[config.mk]
export PLATFORM = sky130hd
export DESIGN_NAME = mpc_constraint_bound_writer_flat
export DESIGN_NICKNAME = d
export VERILOG_FILES = /design/src/rtl/mpc_ctrl_pkg.sv /design/src/rtl/mpc_constraint_bound_writer_if.sv /design/src/rtl/mpc_constraint_bound_writer.sv /design/src/flat_wrapper.sv
export SDC_FILE = /design/constraint.sdc
export NUM_CORES = 1
export LEC_CHECK = 0
export ABC_AREA = 1
export BUFFER_PORTS_ARGS = -buffer_cell sky130_fd_sc_hd__buf_4
export CAP_MARGIN = 10
export CORE_UTILIZATION = 53
export DETAILED_ROUTE_END_ITERATION = 16
export GPL_TIMING_DRIVEN = 0
export PLACE_DENSITY_LB_ADDON = 0.08
export SYNTH_ARGS = -nofsm -noshare
export SYNTH_HDL_FRONTEND = slang
export SYNTH_SLANG_ARGS = --single-unit
export TNS_END_PERCENT = 1
[constraint.sdc]
create_clock -name clk -period 2.6 [get_ports clk]
set_input_delay 0.52 -clock clk [delete_from_list [all_inputs] [get_ports clk]]
set_output_delay 0.52 -clock clk [all_outputs]
set_load 0.005 [all_outputs]
[src/rtl/mpc_ctrl_pkg.sv]
// Shared control package for the constraint-bound ROM/RAM blocks.
// Holds the default bound-word geometry and the writer FSM state encoding.
package mpc_ctrl_pkg;

  localparam int DATA_WIDTH = 20;
  localparam int ADDR_WIDTH = 3;
  localparam int ADDR_RANGE = 8;

  typedef enum logic [1:0] {
    IDLE = 2'd0,
    LOAD = 2'd1,
    DONE = 2'd2
  } state_t;

endpackage

[src/rtl/mpc_constraint_bound_writer_if.sv]
// Bundles the bound-word input stream and the RAM write port of the
// constraint-bound writer.
//
// Stream handshake: a word transfers on a rising clk edge where in_valid
// and in_ready are both high. The source may raise or drop in_valid on any
// cycle. in_ready is registered and never depends combinationally on
// in_valid.
//
// RAM port: ce0/we0/address0/d0 follow the same single-port layout the
// vsub pipeline reads with (address0/ce0/q0).
interface mpc_constraint_bound_writer_if #(
  parameter int DataWidth    = mpc_ctrl_pkg::DATA_WIDTH,
  parameter int AddressWidth = mpc_ctrl_pkg::ADDR_WIDTH
);
  logic [DataWidth-1:0]    in_data;
  logic                    in_valid;
  logic                    in_ready;
  logic [AddressWidth-1:0] address0;
  logic                    ce0;
  logic                    we0;
  logic [DataWidth-1:0]    d0;

  // Writer side: consumes the stream, drives the RAM port.
  modport slave (
    input  in_data, in_valid,
    output in_ready, address0, ce0, we0, d0
  );

  // Host side: produces the stream, observes the RAM port.
  modport master (
    output in_data, in_valid,
    input  in_ready, address0, ce0, we0, d0
  );
endinterface

[src/rtl/mpc_constraint_bound_writer.sv]
// Loads one burst of AddressRange constraint-bound words from a valid/ready
// stream into a single-port RAM, in address order, one write per cycle.
// Every output is a register; the write strobe follows acceptance by one cycle.
module mpc_constraint_bound_writer
  import mpc_ctrl_pkg::*;
#(
  parameter int DataWidth    = DATA_WIDTH,
  parameter int AddressWidth = ADDR_WIDTH,
  parameter int AddressRange = ADDR_RANGE
) (
  input  logic                    clk,
  input  logic                    reset,
  input  logic                    start,
  input  logic                    abort,
  output logic                    busy,
  output logic                    done,
  output logic                    aborted,
  output logic [AddressWidth:0]   count,
  output logic [DataWidth-1:0]    checksum,
  output state_t                  dbg_state,
  mpc_constraint_bound_writer_if.slave bus
);

  localparam logic [AddressWidth:0] LastIdx = (AddressWidth + 1)'(AddressRange - 1);

  state_t                  r_state;
  state_t                  w_next;
  logic                    r_busy;
  logic                    r_done;
  logic                    r_aborted;
  logic                    r_in_ready;
  logic [AddressWidth:0]   r_count;
  logic [DataWidth-1:0]    r_checksum;
  logic [AddressWidth-1:0] r_addr;
  logic [DataWidth-1:0]    r_d;
  logic                    r_we;

  logic w_accept;
  logic w_last;
  logic w_start;
  logic w_abort_load;

  // in_ready is only ever high in LOAD, so acceptance implies LOAD.
  assign w_accept     = bus.in_valid & r_in_ready;
  assign w_last       = w_accept & (r_count == LastIdx);
  assign w_start      = (r_state == IDLE) & start & ~abort;
  assign w_abort_load = (r_state == LOAD) & abort;

  // Next-state decode; abort in LOAD wins over a simultaneous last word.
  always_comb begin
    w_next = r_state;
    case (r_state)
      IDLE:    if (w_start) w_next = LOAD;
      LOAD: begin
        if (abort)       w_next = IDLE;
        else if (w_last) w_next = DONE;
      end
      DONE:    w_next = IDLE;
      default: w_next = IDLE;
    endcase
  end

  // State register plus registered decodes of the upcoming state.
  always_ff @(posedge clk or negedge reset) begin
    if (!reset) begin
      r_state    <= IDLE;
      r_busy     <= 1'b0;
      r_in_ready <= 1'b0;
      r_done     <= 1'b0;
    end else begin
      r_state    <= w_next;
      r_busy     <= (w_next != IDLE);
      r_in_ready <= (w_next == LOAD);
      r_done     <= (w_next == DONE);
    end
  end

  // Burst bookkeeping: word count, XOR checksum and sticky abort flag.
  always_ff @(posedge clk or negedge reset) begin
    if (!reset) begin
      r_count    <= '0;
      r_checksum <= '0;
      r_aborted  <= 1'b0;
    end else begin
      if (w_start) begin
        r_count    <= '0;
        r_checksum <= '0;
        r_aborted  <= 1'b0;
      end else begin
        if (w_accept) begin
          r_count    <= r_count + 1'b1;
          r_checksum <= r_checksum ^ bus.in_data;
        end
        if (w_abort_load) r_aborted <= 1'b1;
      end
    end
  end

  // RAM write strobe, one cycle after acceptance; address/data hold otherwise.
  always_ff @(posedge clk or negedge reset) begin
    if (!reset) begin
      r_we   <= 1'b0;
      r_addr <= '0;
      r_d    <= '0;
    end else begin
      r_we <= w_accept;
      if (w_accept) begin
        r_addr <= r_count[AddressWidth-1:0];
        r_d    <= bus.in_data;
      end
    end
  end

  assign busy         = r_busy;
  assign done         = r_done;
  assign aborted      = r_aborted;
  assign count        = r_count;
  assign checksum     = r_checksum;
  assign dbg_state    = r_state;
  assign bus.in_ready = r_in_ready;
  assign bus.ce0      = r_we;
  assign bus.we0      = r_we;
  assign bus.address0 = r_addr;
  assign bus.d0       = r_d;

endmodule

[src/flat_wrapper.sv]
// flat-port wrapper written by rule: the top's interface ports become plain ports
module mpc_constraint_bound_writer_flat import mpc_ctrl_pkg::*;
#(
  parameter int DataWidth    = DATA_WIDTH,
  parameter int AddressWidth = ADDR_WIDTH,
  parameter int AddressRange = ADDR_RANGE
)
  (clk, reset, start, abort, busy, done, aborted, count, checksum, dbg_state, bus_in_data, bus_in_valid, bus_in_ready, bus_address0, bus_ce0, bus_we0, bus_d0);
  mpc_constraint_bound_writer_if #(.DataWidth(DataWidth), .AddressWidth(AddressWidth)) bus_i ();
  input  logic clk;
  input  logic reset;
  input  logic start;
  input  logic abort;
  output logic busy;
  output logic done;
  output logic aborted;
  output logic [AddressWidth:0] count;
  output logic [DataWidth-1:0] checksum;
  output state_t dbg_state;
  input wire logic [$bits(bus_i.in_data)-1:0] bus_in_data;
  input wire logic [$bits(bus_i.in_valid)-1:0] bus_in_valid;
  output wire logic [$bits(bus_i.in_ready)-1:0] bus_in_ready;
  output wire logic [$bits(bus_i.address0)-1:0] bus_address0;
  output wire logic [$bits(bus_i.ce0)-1:0] bus_ce0;
  output wire logic [$bits(bus_i.we0)-1:0] bus_we0;
  output wire logic [$bits(bus_i.d0)-1:0] bus_d0;
  assign bus_i.in_data = bus_in_data;
  assign bus_i.in_valid = bus_in_valid;
  assign bus_in_ready = bus_i.in_ready;
  assign bus_address0 = bus_i.address0;
  assign bus_ce0 = bus_i.ce0;
  assign bus_we0 = bus_i.we0;
  assign bus_d0 = bus_i.d0;
  mpc_constraint_bound_writer #(.DataWidth(DataWidth), .AddressWidth(AddressWidth), .AddressRange(AddressRange)) u_core (.clk(clk), .reset(reset), .start(start), .abort(abort), .busy(busy), .done(done), .aborted(aborted), .count(count), .checksum(checksum), .dbg_state(dbg_state), .bus(bus_i));
endmodule
After elaboration in Yosys (flattened, before gate mapping) --
Index checks and enable logic that the tools add are counted.
Operators by class: add/sub/neg operators 1, equal/unequal tests 4, multiplexer cells 10, bitwise gates (word level) 7, reductions and logical operators 4
Operators with widths (number):
- two-way mux 20 bit | 2
- XOR 20 bit | 1
- two-way mux 4 bit | 2
- two-way mux 2 bit | 3
- nonzero test 2 bit | 3
- bitwise AND 1 bit | 5
- adder 4 x 1 -> 4 bit (second input constant) | 1
- == test 2 x 1 -> 1 bit (second input constant) | 2
- == test 4 x 3 -> 1 bit (second input constant) | 1
- case mux 2 bit (2 select lines) | 1
- == test 2 bit (second input constant) | 1
- logical NOT 2 bit | 1
- two-way mux 1 bit | 2
- NOT 1 bit | 1
Word-level totals: flip-flop bits (word level) 54, bits of input ports 25

Depth between registers and ports, before layout --
word-level depth 6, depth in mapped cells 7, mapped depth without buffers 6

Worst setup path before layout --
No wires, ideal clock.
path kind input-to-reg, from input port bus_in_valid, to register u_core.r_d[0], in the netlist u_core.bus.d0[0], data arrival time 0.993 ns, data required time 2.480 ns, path slack 1.487 ns, stages on the path 5, path buffers 2, path through nand2_2 > buf_4 > buf_4 > nand2_1 > nand2_1
Between the ends: longest elaborated chain between the ends 1
Ends and longest elaborated chain:
- start: declaration | line flat_wrapper.sv:21 | input wire logic [$bits(bus_i.in_valid)-1:0] bus_in_valid;
- bitwise AND 1 bit | line mpc_constraint_bound_writer.sv:44 | assign w_accept = bus.in_valid & r_in_ready;
- end signal: assignment | line mpc_constraint_bound_writer.sv:109 | r_d <= bus.in_data;
- end: declaration | line mpc_constraint_bound_writer.sv:35 | logic [DataWidth-1:0] r_d;
No other way between the ends. A chain may end at the register's enable or synchronous reset.

Worst setup path in the final report --
from register u_core.r_we, in the netlist u_core.bus.ce0, to output port bus_we0
RTL lines:
- start: declaration | line mpc_constraint_bound_writer.sv:36 | logic r_we;
- start signal: assignment | line mpc_constraint_bound_writer.sv:106 | r_we <= w_accept;
- end: declaration | line flat_wrapper.sv:25 | output wire logic [$bits(bus_i.we0)-1:0] bus_we0;
No word-level cell between the ends.

==> summary.md <==
| Metric | Value |
|---|---|
| Chip width | between 60 and 70 um |
| GRT Overall Usage | about 23% |
| Wire per inst | ~12 um |
| FF-to-FF Start | u_core.count[1] |
| DR iter-0 viols | between 100 and 150 |
| Number of flops mapped to enable cells by yosys | 0 |
| Final TNS setup | 0 ps |
| Vias | 1923 |
| Share of layout cells above drive strength 1 | between 20% and 30% |
| Fmax | slightly below 0.7 GHz |
| RSZ-0062 raised after global routing | false |
| Setup bufs post-CTS | 0 |
| Origin of the worst setup path | u_core.bus.ce0 |
| Final Util | 75.05% |
| Reg-to-reg slack, setup | 1430 ps |
| CP Max Fanout | 2 |
| DP Wirelength | between 3000 and 4000 um |
| Top post-synthesis cells by count | 112 x nand2_1, 54 x dfrtp_1, 46 x nor2_1 |
| Core footprint | a little over 0.004 mm2 |
| Max Cap Violations | 0 |
| Worst slew pin tran | around 670 ps |
| Antenna viol nets, final | 0 |
| Synth area leader | dfrtp_1 |
| # setup viols final | 0 |
| CTS hold repair buffers | 0 |
| Period utilisation layout | between 50% and 60% |
| Asr flop ratio synth | between 90% and 100% |
| Die Area | 0.004609 mm2 |
| DR vias/cell | about 4.7 |
| Top cell type's share of synthesized area | roughly three fifths |
| Fin. max-slew vios | 0 |
| Die height | ~68 um |
| WP data arrival | between 900 and 1000 ps |
| Syn. warnings | 0 |
| Critical path type | reg2out |
| Worst vdd ir | between 400 and 500 uV |
| First-pass DRT Iterations | 4 |
| Leak | approximately 0.0018 uW |
| Final Hold Fails | 0 |
| CTS sink count | 54 |
| Placed insts | between 400 and 500 |
| GR Overflow Total | 0 |
| CTS HTree Levels | 2 |
| WP data required | between 2000 and 2500 ps |
| Drt total wl | roughly 4900 um |
| Pwr per Cell Area | roughly 750 mW/mm2 |
| Area growth, synth to finish | 33.28% |
| Global-route wire length before repair | between 7000 and 8000 um |
| PortBufs | 79 |
| Std cell rows | 23 |
| CTS tree | done |
| CTS clk-pin slew, worst paths | roughly 90 ps |
| Cells after Synth | between 200 and 300 |
| Min Tclk post-route | around 1500 ps |
| Non-Filler Instances | approximately 400 |
| Synth unique cells | 20 |
| Worst Setup End Kind | output pin |
| Number of global-route vias before repair | about 1700 |
| Ports | 80 |
| Worst Hold Class | in2async |
| Status | complete, no violations |
| Clk_lat worst skew | around 300 ps |
| Worst setup SP type | register |
| Register bit total from synthesis | between 50 and 60 |
| # diodes | 0 |
| Nets | 384 |
| TritonCTS buffer count | 5 |
| Syn nets | between 200 and 300 |
| Clock root cell | clkbuf_8 |
| Largest net degree at the start of global routing | 55 |
| Post-synthesis sequential area ratio | between 50% and 60% |
| Cell Area, Synth | about 0.0023 mm2 |
| Drt drc | 0 |
| Initial antenna violation count | 0 |
| Setup Skew | around 4.5 ps |
| Max clock buf depth | 2 |
| Top FF cell, synth | dfrtp_1 |
| Post-CTS Resized | 0 |
| Most common cell in the netlist | nand2_1 |
| Final Hold Slack | 234.3 ps |
| Synth top area cells | dfrtp_1 59%, nand2_1 18%, nor2_1 7.5% |
| Gp weighted congestion | ~0.74 |
| Starting Density | between 50 and 60% |
| Syn Area/Cell | ~8.5 um2 |
| Slew headroom | between 50% and 60% |
-- state kept, by name (all words and copies together) (netlist names) --
| signal | flops |
|---|---|
| u_core.bus.ce0 | 1 |
| u_core.checksum | 20 |
| u_core.done | 1 |
| u_core.bus.d0 | 20 |
| u_core.busy | 1 |
| u_core.aborted | 1 |
| u_core.count | 4 |
| u_core.bus.address0 | 3 |
| u_core.dbg_state | 2 |
| u_core.bus.in_ready | 1 |
-- final timing paths --
check | to | cells after the start
setup / recovery | bus_we0 | 2
min in group clk | u_core.done | 2
setup reg to reg | u_core.bus.in_ready | 6
hold reg to reg | u_core.bus.d0[8] | 2
max in group asynchronous | u_core.count[3] | 1
hold / removal | u_core.busy | 1
-- placed cells by master, fill, tap and decap left out --
cell type | synthesis | layout
nand2_1 | 112 | 112
buf_4 | 4 | 83
dfrtp_1 | 54 | 54
nor2_1 | 46 | 46
inv_1 | 29 | 29
clkbuf_8 | 0 | 8
nand2_2 | 7 | 7
nor3_1 | 3 | 3
nand3_4 | 2 | 2
buf_6 | 2 | 2
o21ai_0 | 2 | 2
a21oi_1 | 2 | 2
inv_4 | 1 | 1
buf_12 | 1 | 1
nor2_2 | 1 | 1
inv_2 | 1 | 1
o211ai_1 | 1 | 1
buf_8 | 1 | 1
nand3_1 | 1 | 1
o21ai_1 | 1 | 1
ha_1 | 1 | 1
-- cells by family after synthesis --
family	count (synthesis)	share of synthesized area [%]
AOI/OAI and AO/OA	6	1.414
adders and majority gates	1	0.5437
buffers and inverters	39	8.972
DFF	54	58.73
and+or+nand+nor	172	30.34
-- critical path, stage by stage, from the launching register on --
cell and delay (ps):
dfrtp_1 390, buf_4 130, buf_4 120
-- layer usage --
| layer | vias up | share of wire (%) | GRT usage (%) |
|---|---|---|---|
| met5 | - | 0 | 0 |
| met4 | 0 | 0.82 | 7.292 |
| met1 | 886 | 43 | 28.18 |
| li1 | 973 | - | - |
| met3 | 4 | 6.8 | 6.333 |
| met2 | 60 | 49 | 37.87 |
-- report_power, final --
| part | internal [uW] | switching (uW) |
|---|---|---|
| combinational | 348 | 304 |
| clock | 269 | 261 |
| sequential | 1010 | 105 |
| total | 1630 | 670 |
-- cell type report --
cell class,count,area (um2)
fill,321,1020
clock buffer,8,110.1
timing repair buffer,79,593.1
inverter,31,118.9
buffer,8,87.58
multi-input combinational,179,743.2
sequential,54,1351
tap,50,62.56
-- per-stage QoR --
stage / power [uW] / cell area, um2 / setup slack [ps]
2_1_floorplan: 1405 / 2301 / 1487
3_3_place_gp: 1760 / 2957 / 1279
3_5_place_dp: 1791 / 2957 / 1259
4_1_cts: 2325 / 3067 / 1129
5_1_grt: 2453 / 3067 / 1089
6_report: 2300 / 3067 / 1141
Power figures use the tool's default switching activity.
